$ cat config.mk
export PLATFORM = sky130hd
export DESIGN_NAME = result_collector
export DESIGN_NICKNAME = d
export VERILOG_FILES = /design/src/rtl/result_collector.sv
export SDC_FILE = /design/constraint.sdc
export NUM_CORES = 1
export LEC_CHECK = 0
export ABC_CLOCK_PERIOD_IN_PS = 3100
export BUFFER_PORTS_ARGS = -buffer_cell sky130_fd_sc_hd__buf_2
export CAP_MARGIN = 20
export CELL_PAD_IN_SITES_DETAIL_PLACEMENT = 1
export CELL_PAD_IN_SITES_GLOBAL_PLACEMENT = 2
export CORE_ASPECT_RATIO = 1.1
export CORE_MARGIN = 2
export CORE_UTILIZATION = 35
export CTS_BUF_LIST = sky130_fd_sc_hd__clkbuf_16
export CTS_CLUSTER_DIAMETER = 30
export DETAILED_ROUTE_END_ITERATION = 7
export GPL_TIMING_DRIVEN = 0
export PLACE_DENSITY = 0.69
export SYNTH_ARGS = -nofsm -noshare
export SYNTH_HDL_FRONTEND = slang
export SYNTH_SLANG_ARGS = --single-unit
$ cat constraint.sdc
create_clock -name clk -period 3.1 [get_ports clk]
set_clock_uncertainty 0.2 [all_clocks]
set_input_delay 0.155 -clock clk [delete_from_list [all_inputs] [get_ports clk]]
set_output_delay 0.155 -clock clk [all_outputs]
set_load 0.02 [all_outputs]
$ cat src/rtl/result_collector.sv
// result_collector_pkg: payload carried through the result FIFO.
package result_collector_pkg;

  // One found result: block epoch plus the winning nonce.
  typedef struct packed {
    logic [7:0]  epoch;
    logic [31:0] nonce;
  } result_t;

endpackage : result_collector_pkg

// result_collector
//   Gathers per-core success flags from a bank of lockstep lattice cores,
//   reconstructs each winning nonce as {beat suffix, core index} and queues
//   {epoch, nonce} results in a first-word-fall-through FIFO for the host.
//
// Parameters
//   NUM_CORES   number of lockstep cores, power of two, 2..16
//   FIFO_DEPTH  result FIFO entries, power of two, >= 2
//
// Ports
//   clk            sole clock, rising edge
//   rst            asynchronous active-low reset
//   core_valid     per-core validOut; bit 0 defines a beat
//   core_newblock  per-core newBlockOut (bit 0 sampled on beats)
//   core_success   per-core success flags (sampled on beats)
//   result_valid   FIFO head valid
//   result_ready   host accepts the head
//   result_nonce   head nonce
//   result_epoch   head block epoch
//   overflow       sticky: a success was dropped
//   lockstep_err   sticky: core_valid bits disagreed
//   found_count    results pushed, wraps at 16 bits
module result_collector
  import result_collector_pkg::*;
#(
  parameter int unsigned NUM_CORES  = 4,
  parameter int unsigned FIFO_DEPTH = 4
) (
  input  logic                 clk,
  input  logic                 rst,
  input  logic [NUM_CORES-1:0] core_valid,
  input  logic [NUM_CORES-1:0] core_newblock,
  input  logic [NUM_CORES-1:0] core_success,
  output logic                 result_valid,
  input  logic                 result_ready,
  output logic [31:0]          result_nonce,
  output logic [7:0]           result_epoch,
  output logic                 overflow,
  output logic                 lockstep_err,
  output logic [15:0]          found_count
);

  localparam int unsigned IDXBITS = $clog2(NUM_CORES);
  localparam int unsigned SUFBITS = 32 - IDXBITS;
  localparam int unsigned PTRW    = $clog2(FIFO_DEPTH);
  localparam int unsigned CNTW    = PTRW + 1;

  // ---------------------------------------------------------------------
  // State
  // ---------------------------------------------------------------------
  logic [SUFBITS-1:0]   suffix_cnt;
  logic [7:0]           epoch_q;

  logic [NUM_CORES-1:0] pend_mask;
  logic [SUFBITS-1:0]   pend_suffix;
  logic [7:0]           pend_epoch;

  result_t              mem [FIFO_DEPTH];
  logic [PTRW-1:0]      wr_ptr;
  logic [PTRW-1:0]      rd_ptr;
  logic [CNTW-1:0]      count;

  logic                 overflow_q;
  logic                 lockstep_q;
  logic [15:0]          found_q;

  // ---------------------------------------------------------------------
  // Combinational decode
  // ---------------------------------------------------------------------
  logic                 beat;
  logic                 newblk;
  logic [SUFBITS-1:0]   beat_suffix;
  logic [7:0]           beat_epoch;
  logic                 fifo_full;
  logic                 pop;
  logic                 push;
  logic [NUM_CORES-1:0] low_onehot;
  logic [IDXBITS-1:0]   low_idx;
  logic [NUM_CORES-1:0] mask_after;
  logic                 succ_beat;
  logic                 accept;
  logic                 drop;
  logic                 lock_bad;
  result_t              push_data;
  result_t              head;

  // Beat qualification and the suffix/epoch this beat is tagged with.
  always_comb begin
    beat        = core_valid[0];
    newblk      = beat & core_newblock[0];
    beat_suffix = newblk ? '0 : suffix_cnt;
    beat_epoch  = newblk ? (epoch_q + 8'd1) : epoch_q;
  end

  // FIFO handshake; a full FIFO still takes a push when the head leaves.
  always_comb begin
    fifo_full = (count == CNTW'(FIFO_DEPTH));
    pop       = (count != '0) & result_ready;
    push      = (pend_mask != '0) & (~fifo_full | pop);
  end

  // Lowest pending core: isolate the lowest set bit, then encode it.
  always_comb begin
    low_onehot = pend_mask & (~pend_mask + NUM_CORES'(1));
    low_idx    = '0;
    for (int i = 0; i < int'(NUM_CORES); i++) begin
      if (low_onehot[i]) begin
        low_idx = IDXBITS'(i);
      end
    end
  end

  // A new success beat is only taken if the pending mask drains this cycle.
  always_comb begin
    mask_after = push ? (pend_mask & ~low_onehot) : pend_mask;
    succ_beat  = beat & (|core_success);
    accept     = succ_beat & (mask_after == '0);
    drop       = succ_beat & ~accept;
    lock_bad   = (core_valid != '0) & (core_valid != '1);
  end

  always_comb begin
    push_data       = '0;
    push_data.epoch = pend_epoch;
    push_data.nonce = {pend_suffix, low_idx};
  end

  // ---------------------------------------------------------------------
  // Suffix counter and epoch
  // ---------------------------------------------------------------------
  always_ff @(posedge clk or negedge rst) begin
    if (!rst) begin
      suffix_cnt <= '0;
      epoch_q    <= '0;
    end else if (beat) begin
      suffix_cnt <= newblk ? SUFBITS'(1) : (suffix_cnt + SUFBITS'(1));
      if (newblk) begin
        epoch_q <= epoch_q + 8'd1;
      end
    end
  end

  // ---------------------------------------------------------------------
  // Pending success mask
  // ---------------------------------------------------------------------
  always_ff @(posedge clk or negedge rst) begin
    if (!rst) begin
      pend_mask   <= '0;
      pend_suffix <= '0;
      pend_epoch  <= '0;
    end else if (accept) begin
      pend_mask   <= core_success;
      pend_suffix <= beat_suffix;
      pend_epoch  <= beat_epoch;
    end else begin
      pend_mask   <= mask_after;
    end
  end

  // ---------------------------------------------------------------------
  // Result FIFO
  // ---------------------------------------------------------------------
  // Storage needs no reset: the head is masked whenever count is zero.
  always_ff @(posedge clk) begin
    if (push) begin
      mem[wr_ptr] <= push_data;
    end
  end

  always_ff @(posedge clk or negedge rst) begin
    if (!rst) begin
      wr_ptr <= '0;
      rd_ptr <= '0;
      count  <= '0;
    end else begin
      if (push) begin
        wr_ptr <= wr_ptr + PTRW'(1);
      end
      if (pop) begin
        rd_ptr <= rd_ptr + PTRW'(1);
      end
      case ({push, pop})
        2'b10:   count <= count + CNTW'(1);
        2'b01:   count <= count - CNTW'(1);
        default: count <= count;
      endcase
    end
  end

  // ---------------------------------------------------------------------
  // Status: sticky flags and push counter
  // ---------------------------------------------------------------------
  always_ff @(posedge clk or negedge rst) begin
    if (!rst) begin
      overflow_q <= 1'b0;
      lockstep_q <= 1'b0;
      found_q    <= '0;
    end else begin
      if (drop) begin
        overflow_q <= 1'b1;
      end
      if (lock_bad) begin
        lockstep_q <= 1'b1;
      end
      if (push) begin
        found_q <= found_q + 16'd1;
      end
    end
  end

  // ---------------------------------------------------------------------
  // Outputs
  // ---------------------------------------------------------------------
  always_comb begin
    head         = mem[rd_ptr];
    result_valid = (count != '0);
    result_nonce = result_valid ? head.nonce : '0;
    result_epoch = result_valid ? head.epoch : '0;
    overflow     = overflow_q;
    lockstep_err = lockstep_q;
    found_count  = found_q;
  end

endmodule : result_collector

==> results of run 1 <==
==> final cells by class <==
| class | instances | area share |
|---|---|---|
| Buffer | 47 | 0.0143 |
| Clock buffer | 55 | 0.0986 |
| Clock inverter | 45 | 0.0299 |
| Inverter | 17 | 0.00457 |
| Multi-Input combinational cell | 406 | 0.239 |
| Sequential cell | 265 | 0.533 |
| Tap cell | 420 | 0.0377 |
| Timing Repair Buffer | 87 | 0.0435 |
==> per-stage QoR <==
stage	total power (W)	instance area (µm²)	std cells	hold slack, ns	worst slack (ns)
3_3_place_gp	0.0102	11900	1223	0.233	-0.873
5_1_grt	0.0166	14000	1342	0.241	-0.0446
3_5_place_dp	0.0104	12000	1228	-0.0357	-0.0240
4_1_cts	0.0161	13900	1341	0.208	0.0227
6_report	0.0158	14000	1342	0.237	0.137
2_1_floorplan	0.00862	11000	735	-0.341	0.397
==> what timing repair did <==
item / 4_1_cts / 5_1_grt
hold buffers: 13 / 0
gates resized for setup: 1 / 1
hold endpoints to repair: 120 / 0
pin swaps: 0 / 0
setup endpoints to repair: 22 / 29
==> worst max path at each step <==
stage                      endpoint  slack (ns)
2_1_floorplan   mem[0][0]$_DFFE_PP_        0.40
3_3_place_gp   mem[1][23]$_DFFE_PP_       -0.87
3_5_place_dp   mem[2][23]$_DFFE_PP_       -0.02
4_1_cts            result_nonce[24]        0.02
5_1_grt            result_nonce[24]       -0.04
6_report            result_epoch[0]        0.14
==> cell families (layout without fill, tap and decap cells) <==
group / count (synthesis) / after routing / synth area share
adder cells (fa/ha/maj): 8 / 8 / 0.00977
flip-flops: 265 / 265 / 0.675
AND/OR/NAND/NOR: 219 / 219 / 0.112
XOR/XNOR: 33 / 33 / 0.0263
AO/OA/AOI/OAI: 93 / 93 / 0.0581
multiplexers: 53 / 53 / 0.0947
buffers and inverters: 64 / 251 / 0.0240
==> cells in the mapped netlist (15+ instances only) <==
| master | n |
|---|---|
| edfxtp_1 | 160 |
| xnor2_1 | 25 |
| inv_1 | 17 |
| clkbuf_1 | 30 |
| dfrtp_1 | 105 |
| nand2_1 | 39 |
| o21ai_0 | 17 |
| a21oi_1 | 23 |
| o2bb2ai_1 | 27 |
| mux4_2 | 40 |
| nand4_1 | 15 |
| nand3_1 | 47 |
| and2_1 | 45 |
==> power by group <==
group / switching (W) / internal [W]
registers: 0.000428 / 0.00506
logic: 0.00282 / 0.00187
clock network: 0.00187 / 0.00371
total: 0.00512 / 0.0106
==> flip-flops by register name, summed over array words and instances, names as in the netlist <==
signal        flops
found_count      16
wr_ptr            2
suffix_cnt       30
epoch_q           8
overflow          1
lockstep_err      1
count             3
pend_suffix      30
rd_ptr            2
pend_epoch        8
mem             160
pend_mask         4
==> worst min-delay path, stage by stage <==
cell           delay (ns)
dlygate4sd3_1        0.53
buf_2                0.13
nand2_1              0.05
o21ai_0              0.06
==> routing by layer <==
layer	up-vias	GRT usage	wire length, µm
met3	48	0.0324	1170
met4	0	0.0580	559
met5	-	0	0
met1	3443	0.204	10800
li1	3117	-	-
met2	133	0.273	12900
==> results.py, run 1 <==
metrics = {
    "place": {
        "io_buffers": 68,
        "gp_congestion": 0.728,
        "hpwl_mm": 16.5,
    },
    "worst_setup_path": {
        "cp_max_fo": 10,
        "cp-start-kind": "flop",
        "required_ns": 2.74,
        "endpoint_kind": "output port",
        "path_buf_inv": 3,
        "reg2reg_from": "pend_mask[0]$_DFF_PN0_",
        "worstSetupPathType": "reg2out",
        "startpoint": "rd_ptr[0]$_DFFE_PN0P_",
        "critPathMaxStageDelay_ns": 0.54,
        "reg2reg_to": "mem[2][22]$_DFFE_PP_",
        "worst-path-stages": 5,
        "crit_top_cell": "buf_2",
        "r2r_cells": 5,
        "critPathSlowestCell": "mux4_2",
        "reg2reg_slack_ns": 0.28,
        "critPathArrivalTime_ns": 2.61,
        "cp_top_family": "buffers and inverters",
        "path_cells": "clkbuf_1 > buf_2 > mux4_2 > and2_1 > buf_2",
    },
    "synthesis": {
        "yosys_warnings": 0,
        "synthCells": 735,
        "syn-num-nets": 758,
        "synth.distinct_cells": 52,
        "ys_seq_area_frac": 0.675,
        "synth_area_mm2": 0.0110,
        "synthFlopType": "edfxtp_1",
        "syn_area_per_cell_um2": 15.0,
        "synth_edf_count": 160,
        "synth_top_area_share": 0.436,
        "synth_area_leaders": "edfxtp_1, dfrtp_1, mux4_2",
        "ys_ff_latch": 265,
        "yosys.area.top_type": "edfxtp_1",
        "synthArstFlopShare": 0.396,
    },
    "outcome": {
        "status": "finished clean",
    },
    "final_layout": {
        "fin_util": 0.448,
        "multi_input_area_mm2": 0.00333,
        "nets": 900,
        "seq_area_mm2": 0.00743,
        "fill_cells": 3160,
        "antenna_cells": 0,
        "drive_gt1_frac": 0.257,
        "area_delta_synth_final_pct": 26.7,
        "final_cell_mix": "edfxtp_1, dfrtp_1, buf_2",
        "final_common_cell": "edfxtp_1",
    },
    "clock_tree": {
        "path_clk_slew_ns": 0.04,
        "clk_path_buf_depth": 3,
        "cts.sinks": 265,
        "clockRootBuffer": "clkbuf_16",
        "cts_buffers": 53,
        "cts_setup_buffers": 0,
        "insertion_delay_ns": 0.55,
        "htreeDepth": 2,
        "cts_tree": "yes",
    },
    "routing": {
        "via_per_inst": 5.02,
        "wl_per_cell_um": 18.9,
        "drt_iter0_markers": 303,
        "drt_wl_total_mm": 25.4,
        "num_vias": 6741,
        "drc": 0,
        "ant_nets": 0,
        "dr.pass1.iters": 4,
    },
    "power": {
        "leakage_nw": 5.24,
        "vdd_drop_max_uv": 566,
        "powerDensity_mw_per_mm2": 1130,
    },
    "worst_hold_path": {
        "hold_depth": 4,
        "hp-class": "in2reg",
        "min-delay-start": "core_success[1]",
        "holdPathEnd": "pend_mask[1]$_DFF_PN0_",
    },
    "die": {
        "placement_rows": 68,
        "die-area_mm2": 0.0329,
        "die_y_um": 190,
        "start_util": 0.354,
        "die_width_um": 173,
        "core_area_mm2": 0.0311,
        "io_pins": 74,
    },
    "grt": {
        "antenna_found_initial": 0,
        "grt_max_degree": 54,
        "grt_pass1_vias": 7369,
        "grt-ovfl-total": 0,
        "track_usage": 0.161,
        "grt_pass1_wl_mm": 41.5,
    },
    "sta": {
        "slew_headroom": 0.404,
        "finalCriticalPeriod_ns": 2.96,
        "worst_slew_pin_slew_ns": 0.881,
        "rsz0062_at_grt": "true",
        "fmaxAchievable_ghz": 0.337,
        "post-route-period-util": 0.956,
        "drv_slew": 0,
        "setup_viol": 0,
        "fin_tns_setup_ns": 0,
        "hold_viol": 0,
    },
    "flow_run": {
        "maxCapViolations": 0,
    },
}
(Power assumes the default switching activity.)
==> inputs of run 2 (changes only) <==
--- a/config.mk
+++ b/config.mk
@@ -10,14 +10,14 @@
 export CAP_MARGIN = 20
 export CELL_PAD_IN_SITES_DETAIL_PLACEMENT = 1
 export CELL_PAD_IN_SITES_GLOBAL_PLACEMENT = 2
-export CORE_ASPECT_RATIO = 1.1
+export CORE_ASPECT_RATIO = 1.75
 export CORE_MARGIN = 2
 export CORE_UTILIZATION = 35
 export CTS_BUF_LIST = sky130_fd_sc_hd__clkbuf_16
 export CTS_CLUSTER_DIAMETER = 30
 export DETAILED_ROUTE_END_ITERATION = 7
 export GPL_TIMING_DRIVEN = 0
-export PLACE_DENSITY = 0.69
+export PLACE_DENSITY = 0.71
 export SYNTH_ARGS = -nofsm -noshare
 export SYNTH_HDL_FRONTEND = slang
 export SYNTH_SLANG_ARGS = --single-unit
==> run 2 against run 1 <==
  * Global-route usage decreased by 0.13 points
  * Sequential share of layout area up 2.5 points
  * Clock power down 28%
  * Highest routed layer unchanged
  * Flip-flop and latch count unchanged
  * Combinational power about the same
  * Largest power group is now sequential cells
  * First-iteration DRC count is 2.0% lower
==> results.py, run 2 (synthesis gave the netlist of run 1 again) <==
metrics = {
    "outcome": {
        "status": "finished clean",
    },
    "clock_tree": {
        "cts_setup_buffers": 0,
        "clk_path_buf_depth": 3,
        "cts_buffers": 36,
        "htreeDepth": 2,
        "path_clk_slew_ns": 0.06,
        "insertion_delay_ns": 0.52,
        "cts.sinks": 265,
        "clockRootBuffer": "clkbuf_16",
        "cts_tree": "yes",
    },
    "routing": {
        "wl_per_cell_um": 19.9,
        "num_vias": 6577,
        "ant_nets": 0,
        "via_per_inst": 5.15,
        "drc": 0,
        "drt_iter0_markers": 297,
        "dr.pass1.iters": 7,
        "drt_wl_total_mm": 25.5,
    },
    "die": {
        "die_y_um": 239,
        "io_pins": 74,
        "placement_rows": 85,
        "die-area_mm2": 0.0329,
        "start_util": 0.357,
        "core_area_mm2": 0.0308,
        "die_width_um": 138,
    },
    "sta": {
        "post-route-period-util": 0.948,
        "fin_tns_setup_ns": 0,
        "drv_slew": 0,
        "hold_viol": 0,
        "rsz0062_at_grt": "true",
        "worst_slew_pin_slew_ns": 0.988,
        "fmaxAchievable_ghz": 0.340,
        "finalCriticalPeriod_ns": 2.94,
        "slew_headroom": 0.332,
        "setup_viol": 0,
        "holdWs_ns": 0.250,
    },
    "final_layout": {
        "largest_reg_flops": 160,
        "drive_gt1_frac": 0.239,
        "final_cells": 1278,
        "antenna_cells": 0,
        "top_register": "mem",
        "nets": 884,
        "largestRegisters": "mem (160), pend_suffix (30), suffix_cnt (30)",
        "final_cell_mix": "edfxtp_1, dfrtp_1, buf_2",
        "final_common_cell": "edfxtp_1",
        "area_delta_synth_final_pct": 21.0,
    },
    "place": {
        "gp_congestion": 0.803,
        "io_buffers": 68,
        "hpwl_mm": 17.4,
        "dp.cells": 1201,
    },
    "grt": {
        "grt_pass1_vias": 7263,
        "antenna_found_initial": 0,
        "grt_pass1_wl_mm": 41.1,
        "grt_max_degree": 54,
        "grt-ovfl-total": 0,
        "track_usage": 0.159,
    },
    "power": {
        "powerDensity_mw_per_mm2": 1070,
        "leakage_nw": 4.96,
        "switchingPower_w": 0.00499,
        "seqPwrFrac": 0.385,
        "p_sw_frac": 0.351,
        "p_comb_frac": 0.331,
        "p_clk_frac": 0.284,
        "vdd_drop_max_uv": 544,
        "internal_power_w": 0.00925,
    },
    "worst_setup_path": {
        "endpoint_kind": "output port",
        "critPathArrivalTime_ns": 2.58,
        "cp-start-kind": "flop",
        "required_ns": 2.74,
        "cp_max_fo": 10,
        "worstSetupPathType": "reg2out",
    },
    "flow_run": {
        "maxCapViolations": 0,
    },
    "worst_hold_path": {
        "hp-class": "in2reg",
    },
}
[run 2: stage by stage]
| stage | power [W] | cell area (µm²) | setup WS, ns | utilization |
|---|---|---|---|---|
| after CTS | 0.0145 | 13300 | 0.00630 | 0.432 |
| after detailed placement | 0.0104 | 12000 | 0.106 | 0.388 |
| after floorplan | 0.00862 | 11000 | 0.397 | - |
| after global routing | 0.0150 | 13300 | -0.0285 | 0.432 |
| final | 0.0142 | 13300 | 0.162 | 0.432 |
| after global placement | 0.0102 | 11800 | -0.836 | 0.384 |
[run 2: path summary, 6_finish.rpt]
kind                                             start                          end  slack, ns  cells after the start
setup reg to reg                  count[0]$_DFFE_PN0P_       pend_mask[2]$_DFF_PN0_       0.30                      6
hold reg to reg            found_count[15]$_DFFE_PN0P_  found_count[15]$_DFFE_PN0P_       0.27                      1
setup / recovery                 rd_ptr[1]$_DFFE_PN0P_              result_epoch[6]       0.16                      5
hold / removal                         core_success[0]       pend_mask[0]$_DFF_PN0_       0.25                      4
min in group asynchronous                          rst        wr_ptr[1]$_DFFE_PN0P_       0.51                      4
max in group asynchronous                          rst   pend_suffix[8]$_DFFE_PN0P_       1.91                      4
[run 2: what timing repair did]
item / CTS / global route
hold buffers: 13 / 0
hold endpoints to repair: 119 / 0
endpoints found under the setup margin: 0 / 90
resized for setup: 0 / 2
[run 2: routing by layer]
layer	vias up	track usage	share of wire	wire, µm
li1	3071	-	-	-
met1	3343	0.174	0.37	9530
met2	111	0.306	0.56	14300
met3	52	0.0238	0.030	770
met4	0	0.0656	0.033	833
met5	-	0	0	0
[run 2: power groups by stage]
stage                     logic, W  clock network (W)  registers (W)
after global routing       0.00518            0.00427        0.00560
after CTS                  0.00488            0.00414        0.00550
final                      0.00471            0.00404        0.00548
after detailed placement   0.00484                  0        0.00557
after global placement     0.00464                  0        0.00555
after floorplan            0.00314                  0        0.00548
[run 2: final cells by class]
type                    instances  area, µm²
repair buffers                 88        627
fillers                      3160      17500
clock inverters                27        258
inverters                      17       63.8
plain buffers                  47        203
flip-flops and latches        265       7430
well taps                     391        489
clock buffers                  37        926
multi-input cells             406       3330
[run 2: critical path, cell delays in order (launching register included)]
cell and delay, ns:
dfrtp_1 0.32, clkbuf_1 0.31, buf_1 0.67, mux4_2 0.43
and2_1 0.17, buf_2 0.15
